File: config.mk
export PLATFORM = sky130hd
export DESIGN_NAME = jump_target_encoder_flat
export DESIGN_NICKNAME = d
export VERILOG_FILES = /design/src/rtl/jump_target_encoder_if.sv /design/src/rtl/jump_target_encoder.sv /design/src/flat_wrapper.sv
export SDC_FILE = /design/constraint.sdc
export NUM_CORES = 1
export LEC_CHECK = 0
export ABC_CLOCK_PERIOD_IN_PS = 3600
export CAP_MARGIN = 30
export CELL_PAD_IN_SITES_DETAIL_PLACEMENT = 1
export CELL_PAD_IN_SITES_GLOBAL_PLACEMENT = 1
export CORE_AREA = 2 2 93 112
export CTS_BUF_LIST = sky130_fd_sc_hd__clkbuf_16
export DETAILED_ROUTE_END_ITERATION = 16
export DIE_AREA = 0 0 95 114
export GPL_TIMING_DRIVEN = 0
export PLACE_DENSITY = 0.93
export SLEW_MARGIN = 40
export SYNTH_ARGS = -nofsm -noshare
export SYNTH_HDL_FRONTEND = slang
export SYNTH_SLANG_ARGS = --single-unit
File: constraint.sdc
create_clock -name clk -period 3.6 [get_ports clk]
set_input_delay 0.36 -clock clk [delete_from_list [all_inputs] [get_ports clk]]
set_output_delay 0.36 -clock clk [all_outputs]
set_load 0.01 [all_outputs]
File: src/rtl/jump_target_encoder_if.sv
// rtl/jump_target_encoder_if.sv - request/result bundle for jump_target_encoder
//
// Purpose: groups the request handshake, the result handshake and the result
//          fields of the jump-target encoder.
// Signals:
//   in_valid / in_ready    request handshake (master drives in_valid)
//   target, pc, link       request payload: byte target, jump PC, 1 = JAL
//   out_valid / out_ready  result handshake (slave drives out_valid)
//   instr_index            target[27:2]
//   instr_word             full J-type word (zero unless JTE_JWORD_EN)
//   err_align, err_region  per-result error flags
//   err_count              saturating count of errored results delivered
// Modports: master = requester/consumer side, slave = encoder side.

interface jump_target_encoder_if #(
  parameter int ADDR_W    = 32,
  parameter int IDX_W     = ADDR_W - 6,
  parameter int ERR_CNT_W = 8
) ();
  logic                 in_valid;
  logic                 in_ready;
  logic [ADDR_W-1:0]    target;
  logic [ADDR_W-1:0]    pc;
  logic                 link;
  logic                 out_valid;
  logic                 out_ready;
  logic [IDX_W-1:0]     instr_index;
  logic [ADDR_W-1:0]    instr_word;
  logic                 err_align;
  logic                 err_region;
  logic [ERR_CNT_W-1:0] err_count;

  modport master (
    output in_valid, target, pc, link, out_ready,
    input  in_ready, out_valid, instr_index, instr_word, err_align, err_region, err_count
  );

  modport slave (
    input  in_valid, target, pc, link, out_ready,
    output in_ready, out_valid, instr_index, instr_word, err_align, err_region, err_count
  );
endinterface

File: src/rtl/jump_target_encoder.sv
// rtl/jump_target_encoder.sv - byte jump target to J-type instr_index encoder
//
// Purpose: converts a 32-bit byte jump target into the 26-bit J-type
//          instr_index (target[27:2]), flags misalignment and 256 MB region
//          mismatch against PC+4, and counts errored results. Two-stage
//          valid/ready pipeline; errored results still flow through.
// Ports:
//   clk     rising-edge clock
//   rst_n   asynchronous active-low reset
//   bus     jump_target_encoder_if.slave (request, result, error flags, count)
// Configuration macro: JTE_JWORD_EN - when defined, instr_word carries the full
//   J/JAL word registered alongside instr_index; otherwise it is tied to zero.

module jump_target_encoder #(
  parameter int ADDR_W    = 32,
  parameter int IDX_W     = ADDR_W - 6,
  parameter int ERR_CNT_W = 8
) (
  input  logic                    clk,
  input  logic                    rst_n,
  jump_target_encoder_if.slave    bus
);

  // Stage 1: captured request with PC+4 precomputed.
  logic                 s1_valid;
  logic [ADDR_W-1:0]    s1_target;
  logic [ADDR_W-1:0]    s1_pc_plus4;
  logic                 s1_link;

  // Stage 2: result register, drives the outputs directly.
  logic                 s2_valid;
  logic [IDX_W-1:0]     s2_index;
  logic                 s2_err_align;
  logic                 s2_err_region;
  logic [ERR_CNT_W-1:0] err_cnt;

  logic s2_transfer;
  logic s1_advance;
  logic in_fire;

  assign s2_transfer = s2_valid & bus.out_ready;
  // s1 may move into s2 when s2 is empty or is emptying this cycle.
  assign s1_advance  = s1_valid & (~s2_valid | bus.out_ready);
  assign bus.in_ready = ~s1_valid | s1_advance;
  assign in_fire     = bus.in_valid & bus.in_ready;

  always_ff @(posedge clk or negedge rst_n) begin
    if (!rst_n) begin
      s1_valid    <= 1'b0;
      s1_target   <= '0;
      s1_pc_plus4 <= '0;
      s1_link     <= 1'b0;
    end else begin
      if (in_fire) begin
        s1_valid    <= 1'b1;
        s1_target   <= bus.target;
        s1_pc_plus4 <= bus.pc + ADDR_W'(4);  // wraps at 2^32
        s1_link     <= bus.link;
      end else if (s1_advance) begin
        s1_valid <= 1'b0;
      end
    end
  end

  always_ff @(posedge clk or negedge rst_n) begin
    if (!rst_n) begin
      s2_valid      <= 1'b0;
      s2_index      <= '0;
      s2_err_align  <= 1'b0;
      s2_err_region <= 1'b0;
    end else begin
      // A reload takes priority over a plain drain so that a same-cycle
      // transfer plus advance keeps s2 full with the next result.
      if (s1_advance) begin
        s2_valid      <= 1'b1;
        s2_index      <= s1_target[IDX_W+1:2];
        s2_err_align  <= |s1_target[1:0];
        s2_err_region <= s1_target[ADDR_W-1:ADDR_W-4] != s1_pc_plus4[ADDR_W-1:ADDR_W-4];
      end else if (s2_transfer) begin
        s2_valid <= 1'b0;
      end
    end
  end

  always_ff @(posedge clk or negedge rst_n) begin
    if (!rst_n) begin
      err_cnt <= '0;
    end else if (s2_transfer && (s2_err_align || s2_err_region) && (err_cnt != '1)) begin
      err_cnt <= err_cnt + ERR_CNT_W'(1);
    end
  end

`ifdef JTE_JWORD_EN
  logic [ADDR_W-1:0] s2_word;

  always_ff @(posedge clk or negedge rst_n) begin
    if (!rst_n) begin
      s2_word <= '0;
    end else if (s1_advance) begin
      // opcode 6'h03 = JAL, 6'h02 = J
      s2_word <= {(s1_link ? 6'h03 : 6'h02), s1_target[IDX_W+1:2]};
    end
  end

  assign bus.instr_word = s2_word;
`else
  logic unused_link;
  assign unused_link    = s1_link;
  assign bus.instr_word = '0;
`endif

  assign bus.out_valid   = s2_valid;
  assign bus.instr_index = s2_index;
  assign bus.err_align   = s2_err_align;
  assign bus.err_region  = s2_err_region;
  assign bus.err_count   = err_cnt;

endmodule

File: src/flat_wrapper.sv
// flat-port wrapper written by rule: the top's interface ports become plain ports
module jump_target_encoder_flat 
#(
  parameter int ADDR_W    = 32,
  parameter int IDX_W     = ADDR_W - 6,
  parameter int ERR_CNT_W = 8
)
  (clk, rst_n, bus_in_valid, bus_target, bus_pc, bus_link, bus_out_ready, bus_in_ready, bus_out_valid, bus_instr_index, bus_instr_word, bus_err_align, bus_err_region, bus_err_count);
  jump_target_encoder_if #(.ADDR_W(ADDR_W), .IDX_W(IDX_W), .ERR_CNT_W(ERR_CNT_W)) bus_i ();
  input  logic clk;
  input  logic rst_n;
  input wire logic [$bits(bus_i.in_valid)-1:0] bus_in_valid;
  input wire logic [$bits(bus_i.target)-1:0] bus_target;
  input wire logic [$bits(bus_i.pc)-1:0] bus_pc;
  input wire logic [$bits(bus_i.link)-1:0] bus_link;
  input wire logic [$bits(bus_i.out_ready)-1:0] bus_out_ready;
  output wire logic [$bits(bus_i.in_ready)-1:0] bus_in_ready;
  output wire logic [$bits(bus_i.out_valid)-1:0] bus_out_valid;
  output wire logic [$bits(bus_i.instr_index)-1:0] bus_instr_index;
  output wire logic [$bits(bus_i.instr_word)-1:0] bus_instr_word;
  output wire logic [$bits(bus_i.err_align)-1:0] bus_err_align;
  output wire logic [$bits(bus_i.err_region)-1:0] bus_err_region;
  output wire logic [$bits(bus_i.err_count)-1:0] bus_err_count;
  assign bus_i.in_valid = bus_in_valid;
  assign bus_i.target = bus_target;
  assign bus_i.pc = bus_pc;
  assign bus_i.link = bus_link;
  assign bus_i.out_ready = bus_out_ready;
  assign bus_in_ready = bus_i.in_ready;
  assign bus_out_valid = bus_i.out_valid;
  assign bus_instr_index = bus_i.instr_index;
  assign bus_instr_word = bus_i.instr_word;
  assign bus_err_align = bus_i.err_align;
  assign bus_err_region = bus_i.err_region;
  assign bus_err_count = bus_i.err_count;
  jump_target_encoder #(.ADDR_W(ADDR_W), .IDX_W(IDX_W), .ERR_CNT_W(ERR_CNT_W)) u_core (.clk(clk), .rst_n(rst_n), .bus(bus_i));
endmodule
**Word-level counts from Yosys, hierarchy flattened**

Cells that the tools add are included.

- Register bits: 102
- Output and inout bits: 70

- Reductions and logical operators: 6
- $add $sub $neg: 2
- Equality and inequality tests: 2
- Bitwise operators: 7
- Mux-type cells: 4

Operator list:

| operator | count |
|---|---|
| $add A32 B3 Y32 const B | 1 |
| $add A8 B1 Y8 const B | 1 |
| $ne A8 B8 Y1 const B | 1 |
| $mux W1 | 4 |
| $ne A4 B4 Y1 | 1 |
| $reduce_bool A2 Y1 | 2 |
| $and A1 B1 Y1 | 3 |
| $logic_and A1 B1 Y1 | 2 |
| $not A1 Y1 | 2 |
| $or A1 B1 Y1 | 2 |
| $reduce_or A2 Y1 | 1 |
| $logic_or A1 B1 Y1 | 1 |

**Longest topological paths before layout**

Gate-level depths: netlist of run 1.

- Word-level depth: 6
- Mapped depth: 6

**Worst setup path before layout of run 1**

No wires, ideal clock.

- Path kind: input to register
- Start: input port bus_pc[17]
- End: register u_core.s1_pc_plus4[30]
- Required time: 3.518 ns
- Library setup time: 0.082 ns
- Buffers on the path: 1
- Slack: 1.809 ns
- Stages on the path: 5
- Arrival time: 1.709 ns
- Cell sequence: nand4_1 or4_1 buf_2 or4_1 a31oi_1

- Longest elaborated chain between the ends: 1

Ends and longest elaborated chain:

| element | line | RTL |
|---|---|---|
| start, declared | flat_wrapper.sv:14 | `input wire logic [$bits(bus_i.pc)-1:0] bus_pc;` |
| $add A32 B3 Y32 | jump_target_encoder.sv:57 | `s1_pc_plus4 <= bus.pc + ADDR_W'(4);` |
| end signal, assigned | jump_target_encoder.sv:57 |  |
| end, declared | jump_target_encoder.sv:27 | `logic [ADDR_W-1:0] s1_pc_plus4;` |

Every way passes these cells.
A chain may end at the register's enable or synchronous reset.

**Worst setup path in the final report of run 1**

Same ends and word-level chain as after synthesis.

==> results of run 1 <==
synthesized netlist by cell type:
cell,n,area [µm²]
o21ai_1,1,5.00
o31ai_1,1,7.51
ha_1,1,12.5
dfrtp_1,74,1850
mux2_2,26,293
nand2b_1,3,18.8
mux2_1,1,11.3
buf_1,2,7.51
buf_4,32,240
and3_1,3,18.8
conb_1,1,3.75
nor4_1,1,6.26
o211ai_1,3,22.5
a31oi_1,3,18.8
nand4_1,6,37.5
a21boi_0,1,7.51
or4_1,4,30.0
or3_1,1,6.26
xnor2_1,5,43.8
clkbuf_1,8,30.0
nand2_1,106,398
and4_1,4,35.0
nand3_1,4,20.0
and2_1,1,6.26
nor2_1,3,11.3
buf_2,1,5.00
nand3b_1,2,15.0
xor2_1,6,52.6
o21ai_0,2,10.0
mux2i_1,1,10.0
final cells by class:
cell class                 instances  area share (%)
tap                              126            3.23
buffer                            43            5.80
sequential                        74            38.0
clock inverter                     5            1.49
multi-input combinational        221            25.0
timing repair buffer             105            21.9
clock buffer                       9            4.62
final timing paths:
| kind | end | cells past startpoint | start | slack (ps) |
|---|---|---|---|---|
| setup / recovery | u_core.s1_pc_plus4[30] | 6 | bus_pc[17] | 1510 |
| hold / removal | u_core.bus.err_count[2] | 2 | rst_n | 430 |
| min in group clk | u_core.s1_target[21] | 2 | u_core.s1_target[21] | 470 |
| max in group asynchronous | u_core.s1_target[31] | 3 | rst_n | 2640 |
| setup reg to reg | u_core.bus.err_count[6] | 5 | u_core.bus.err_count[0] | 1610 |
| hold reg to reg | u_core.s1_target[21] | 2 | u_core.s1_target[21] | 470 |
cells by family after synthesis:
group | Yosys count | synth area share (%)
mux | 28 | 9.71
simple gates | 138 | 18.6
xor+xnor | 11 | 2.98
fa+ha+maj | 1 | 0.387
compound gates | 11 | 2.20
buf+inv | 43 | 8.74
flops | 74 | 57.2
other cells | 1 | 0.116
metal layers:
layer	GRT usage (%)	vias to the layer above	wire (µm)
li1	-	1240	-
met1	17.7	1244	3250
met2	29.6	105	4320
met3	4.89	9	585
met4	5.80	0	121
met5	0	-	0
stage by stage:
| stage | area [µm²] | instances |
|---|---|---|
| floorplan | 3350 | 338 |
| global placement | 4540 | 567 |
| detailed placement | 4570 | 568 |
| CTS | 4880 | 583 |
| global route | 4880 | 583 |
| finish | 4880 | 583 |
registers in the layout, summed over array words and instances, names as in the netlist:
signal                  cells
u_core.bus.err_align        1
u_core.bus.err_count        8
u_core.bus.err_region       1
u_core.bus.instr_index     26
u_core.bus.out_valid        1
u_core.s1_pc_plus4          4
u_core.s1_target           32
u_core.s1_valid             1
critical path, delay by kind of cell:
family / cells / cell delay [ps]
AO/OA/AOI/OAI: 1 / 210
buffers and inverters: 2 / 650
AND/OR/NAND/NOR: 3 / 1120
power by group through the flow:
stage	logic (W)	clock network (W)	registers, W
floorplan	0.000250	0	0.00115
global placement	0.000651	0	0.00111
detailed placement	0.000680	0	0.00113
CTS	0.000684	0.000940	0.00112
global route	0.000740	0.000978	0.00114
finish	0.000672	0.000919	0.00111
layout by cell type, fill, tap and decap left out, drive strengths merged:
master,Yosys,routed
a21boi,1,1
a31oi,3,3
and2,1,1
and3,3,3
and4,4,4
buf,35,37
bufinv,0,2
clkbuf,8,17
clkdlybuf4s50,0,102
clkinv,0,2
conb,1,32
dfrtp,74,74
dlygate4sd3,0,1
ha,1,1
inv,0,1
mux2,27,27
mux2i,1,1
nand2,106,106
nand2b,3,3
nand3,4,4
nand3b,2,2
nand4,6,6
nor2,3,3
nor4,1,1
o211ai,3,3
o21ai,3,3
o31ai,1,1
or3,1,1
or4,4,4
xnor2,5,5
xor2,6,6
==> results.toml, run 1 <==
[floorplanning]
initial_core_util_pct = 32.8
rows = 40
die_area_um2 = 10800
io_pins = 139
core_area_um2 = 9860
die_x_um = 95
die_y_um = 114

[clocking]
cts_hold_buf = 1
cts_root_buf = "clkbuf_16"
cts_tree = "built"
clock_sinks = 74
clk_latency_ps = 330
path_clk_slew_ps = 60
postCtsSetupBuffers = 0
clock_path_buffers = 2
ctsHtreeMaxLevel = 3
cts_made_buffers = 9
cts_resized = 0

[routing]
postRouteAntennaNets = 0
drt-total-wl_um = 8280
first_pass_iters = 2
vias = 2598
drt_iter0_markers = 58
wl_per_cell_um = 14.2
drcViolationCount = 0
vias_per_cell = 4.46

[power]
power.internal_w = 0.00199
clockPowerShare_pct = 34.0
max-vdd-ir-drop_uv = 199
total_power_w = 0.00271
power.switching_w = 0.000715
p_leak_nw = 2.31
seqPwrFrac_pct = 41.2
p_comb_share_pct = 24.8
cellPowerDensity_nw_per_um2 = 555
switching_share_pct = 26.4

[final_layout]
fill_cells = 1087
seqCellArea_um2 = 1850
insertedDiodeCount = 0
nets = 524
multi_input_area_um2 = 1220
areaGrowthSynthToFinish_pct = 50.7
final_core_util_pct = 49.5
final_layout_size_suffix_gt1_share_pct = 16.0

[worst_setup_path]
worst_path_largest_cell_delay_ps = 520
cp_cell_sequence = "clkdlybuf4s50_1, nand4_1, or4_1, buf_2, or4_1, a31oi_1"
path_common_cell = "or4_1"
cp-start-kind = "primary input"
cp-end-kind = "flop"
crit_required_ps = 3850
critPathKind = "primary input to flop"
arrival_ps = 2340
critPathSlowestCell = "or4_1"
critPathMaxFanout = 8

[logic_synthesis]
ys_ff_latch = 74
syn_avg_cell_area_um2 = 10.5
yosysSeqAreaShare_pct = 57.2
syn_inst = 307
yosys_warnings = 0
synth_area_um2 = 3240
synth.distinct_cells = 30

[timing]
min_period_ps = 2090
max_freq_ghz = 0.478
tns_ps = 0
setup_viol = 0
layout_setup_ws_ps = 1510
finalHoldViolCount = 0
slew_headroom_pct = 53.7
holdWs_ps = 426
rsz0062_at_grt = "no"
finalClockSkew_ps = 3.57
slew_viol_final = 0
worst_slew_pin_slew_ps = 691
post-route-period-util_pct = 58.1

[grt]
grt_pass1_vias = 2818
antenna_found_initial = 0
grt_pass1_wl_um = 13500
grt_util_all_layers_pct = 16.3
overflow = 0
grt_start_max_net_pins = 61

[run]
drv_cap = 0

[status]
status = "completed"

[worst_hold_path]
min_path_type = "primary input to asynchronous set/reset pin"

[placement]
dp_hpwl_um = 6290
port-buffer-count = 103
gp_congestion = 0.724
pre_cts_slack_ps = 1130
Note: power is estimated with default switching activity, not from simulation.
==> run 2: changes to the inputs <==
--- a/config.mk
+++ b/config.mk
@@ -5,16 +5,16 @@
 export SDC_FILE = /design/constraint.sdc
 export NUM_CORES = 1
 export LEC_CHECK = 0
-export ABC_CLOCK_PERIOD_IN_PS = 3600
+export ABC_CLOCK_PERIOD_IN_PS = 2050
 export CAP_MARGIN = 30
 export CELL_PAD_IN_SITES_DETAIL_PLACEMENT = 1
 export CELL_PAD_IN_SITES_GLOBAL_PLACEMENT = 1
-export CORE_AREA = 2 2 93 112
+export CORE_AREA = 2 2 97 117
 export CTS_BUF_LIST = sky130_fd_sc_hd__clkbuf_16
 export DETAILED_ROUTE_END_ITERATION = 16
-export DIE_AREA = 0 0 95 114
+export DIE_AREA = 0 0 99 119
 export GPL_TIMING_DRIVEN = 0
-export PLACE_DENSITY = 0.93
+export PLACE_DENSITY = 0.87
 export SLEW_MARGIN = 40
 export SYNTH_ARGS = -nofsm -noshare
 export SYNTH_HDL_FRONTEND = slang
==> constraint.sdc (replaced) <==
create_clock -name clk -period 2.05 [get_ports clk]
set_input_delay 0.205 -clock clk [delete_from_list [all_inputs] [get_ports clk]]
set_output_delay 0.205 -clock clk [all_outputs]
set_load 0.01 [all_outputs]
==> run 2 against run 1 <==
Compared with the run above:
- non-clock buffer count stayed put
- critical path type unchanged
- final cell count up 1.4%
- clock skew grew 1.9 ps
- flip-flop and latch count is the same
- count of clock-buffer cells in the layout is the same
==> results.toml, run 2 (synthesis results as in run 1) <==
[placement]
dp_cells = 574
dp_hpwl_um = 6350
port-buffer-count = 103
gp_congestion = 0.774
pre_cts_slack_ps = -202

[timing]
setup_viol = 0
tns_ps = 0
finalHoldViolCount = 0
min_period_ps = 1870
layout_setup_ws_ps = 175
holdWs_ps = 349
slew_headroom_pct = 59.2
finalClockSkew_ps = 5.52
slew_viol_final = 0
max_freq_ghz = 0.533
post-route-period-util_pct = 91.5
worst_slew_pin_slew_ps = 612
rsz0062_at_grt = "no"

[worst_setup_path]
cp-start-kind = "primary input"
r2r-start = "u_core.bus.err_count[0]"
cp-end-kind = "flop"
worstReg2RegEnd = "u_core.bus.err_count[6]"
startpoint = "bus_pc[17]"
regToRegSetupSlack_ps = 230
reg2reg_depth = 5
endpoint = "u_core.s1_pc_plus4[30]"
crit_required_ps = 2300
arrival_ps = 2120
critPathKind = "primary input to flop"
critPathMaxFanout = 8

[final_layout]
final_layout_size_suffix_gt1_share_pct = 16.6
final_core_util_pct = 45.5
insertedDiodeCount = 0
seqCellArea_um2 = 1850
largest_reg_flops = 32
nets = 524
regMostFlops = "u_core.s1_target"
layout.cells.non_filler = 591
fill_cells = 1205
final_cell_mix = "nand2_1, clkdlybuf4s50_1, dfrtp_1"
areaGrowthSynthToFinish_pct = 51.4
multi_input_area_um2 = 1220
final_common_cell = "nand2_1"

[routing]
postRouteAntennaNets = 0
drt_iter0_markers = 68
first_pass_iters = 5
vias_per_cell = 4.43
drcViolationCount = 0
wl_per_cell_um = 14.0
drt-total-wl_um = 8260
vias = 2619

[clocking]
clock_path_buffers = 2
cts_made_buffers = 9
clock_sinks = 74
cts_root_buf = "clkbuf_16"
path_clk_slew_ps = 60
clk_latency_ps = 320
cts_tree = "built"
postCtsSetupBuffers = 0
ctsHtreeMaxLevel = 3

[grt]
grt_pass1_wl_um = 13600
grt_pass1_vias = 2896
overflow = 0
grt_util_all_layers_pct = 14.6
antenna_found_initial = 0
grt_start_max_net_pins = 45

[floorplanning]
initial_core_util_pct = 30.0
die_x_um = 99
rows = 42
io_pins = 139
die_y_um = 119
die_area_um2 = 11800
core_area_um2 = 10800

[power]
p_leak_nw = 2.31
power.internal_w = 0.00351
max-vdd-ir-drop_uv = 348
power.switching_w = 0.00125
clockPowerShare_pct = 34.1
seqPwrFrac_pct = 41.2
p_comb_share_pct = 24.7
cellPowerDensity_nw_per_um2 = 971
switching_share_pct = 26.3

[worst_hold_path]
min_path_type = "primary input to asynchronous set/reset pin"

[run]
drv_cap = 0

[status]
status = "completed"
-- run 2: cell types whose count changed in the layout (fill, tap and decap cells not counted) --
cell,before,now
a31oi_2,0,1
clkbuf_2,0,1
buf_12,0,1
a31oi_1,3,2
clkinv_1,1,2
buf_1,2,1
buf_16,1,0
clkinv_4,0,1
-- run 2: how the worst min path moves through the flow --
stage | start | to | depth (start not counted)
2_1_floorplan | rst_n | u_core.bus.err_align | 0
3_3_place_gp | u_core.s1_target[14] | u_core.s1_target[14] | 2
3_5_place_dp | rst_n | u_core.bus.err_count[2] | 1
4_1_cts | rst_n | u_core.bus.err_count[2] | 2
5_1_grt | rst_n | u_core.bus.err_count[2] | 2
6_report | rst_n | u_core.bus.err_count[0] | 2
-- run 2: layout make-up --
cell class | instances | share of cell area (%)
sequential | 74 | 37.8
clock inverter | 7 | 1.74
multi-input combinational | 221 | 25.0
timing repair buffer | 105 | 21.7
buffer | 43 | 5.80
tap | 132 | 3.37
clock buffer | 9 | 4.60
-- run 2: timing repair --
item,in CTS,in global routing
hold buffers,1,0
setup endpoints to repair,1,9
resized for setup,1,1
hold endpoints to repair,30,0
-- run 2: layer usage --
layer	wire [µm]	track usage, %
met5	0	0
met4	126	5.57
met3	653	4.17
met2	4210	26.2
met1	3270	16.2
-- run 2: critical path: stages --
cell,delay [ps]
clkdlybuf4s50_1,460
nand4_1,110
or4_1,520
buf_2,170
or4_1,500
a31oi_1,160
-- run 2: power groups by stage --
stage | clock, W | sequential (W) | combinational (W)
2_1_floorplan | 0 | 0.00203 | 0.000439
3_3_place_gp | 0 | 0.00195 | 0.00115
3_5_place_dp | 0 | 0.00198 | 0.00119
4_1_cts | 0.00167 | 0.00196 | 0.00120
5_1_grt | 0.00173 | 0.00200 | 0.00128
6_report | 0.00162 | 0.00196 | 0.00118
-- run 2: metrics by stage --
step                      instance area, µm²  power [W]
after detailed placement                4570    0.00317
after global routing                    4900    0.00502
final                                   4900    0.00476
after CTS                               4900    0.00483
after global placement                  4550    0.00310
after floorplan                         3350    0.00247
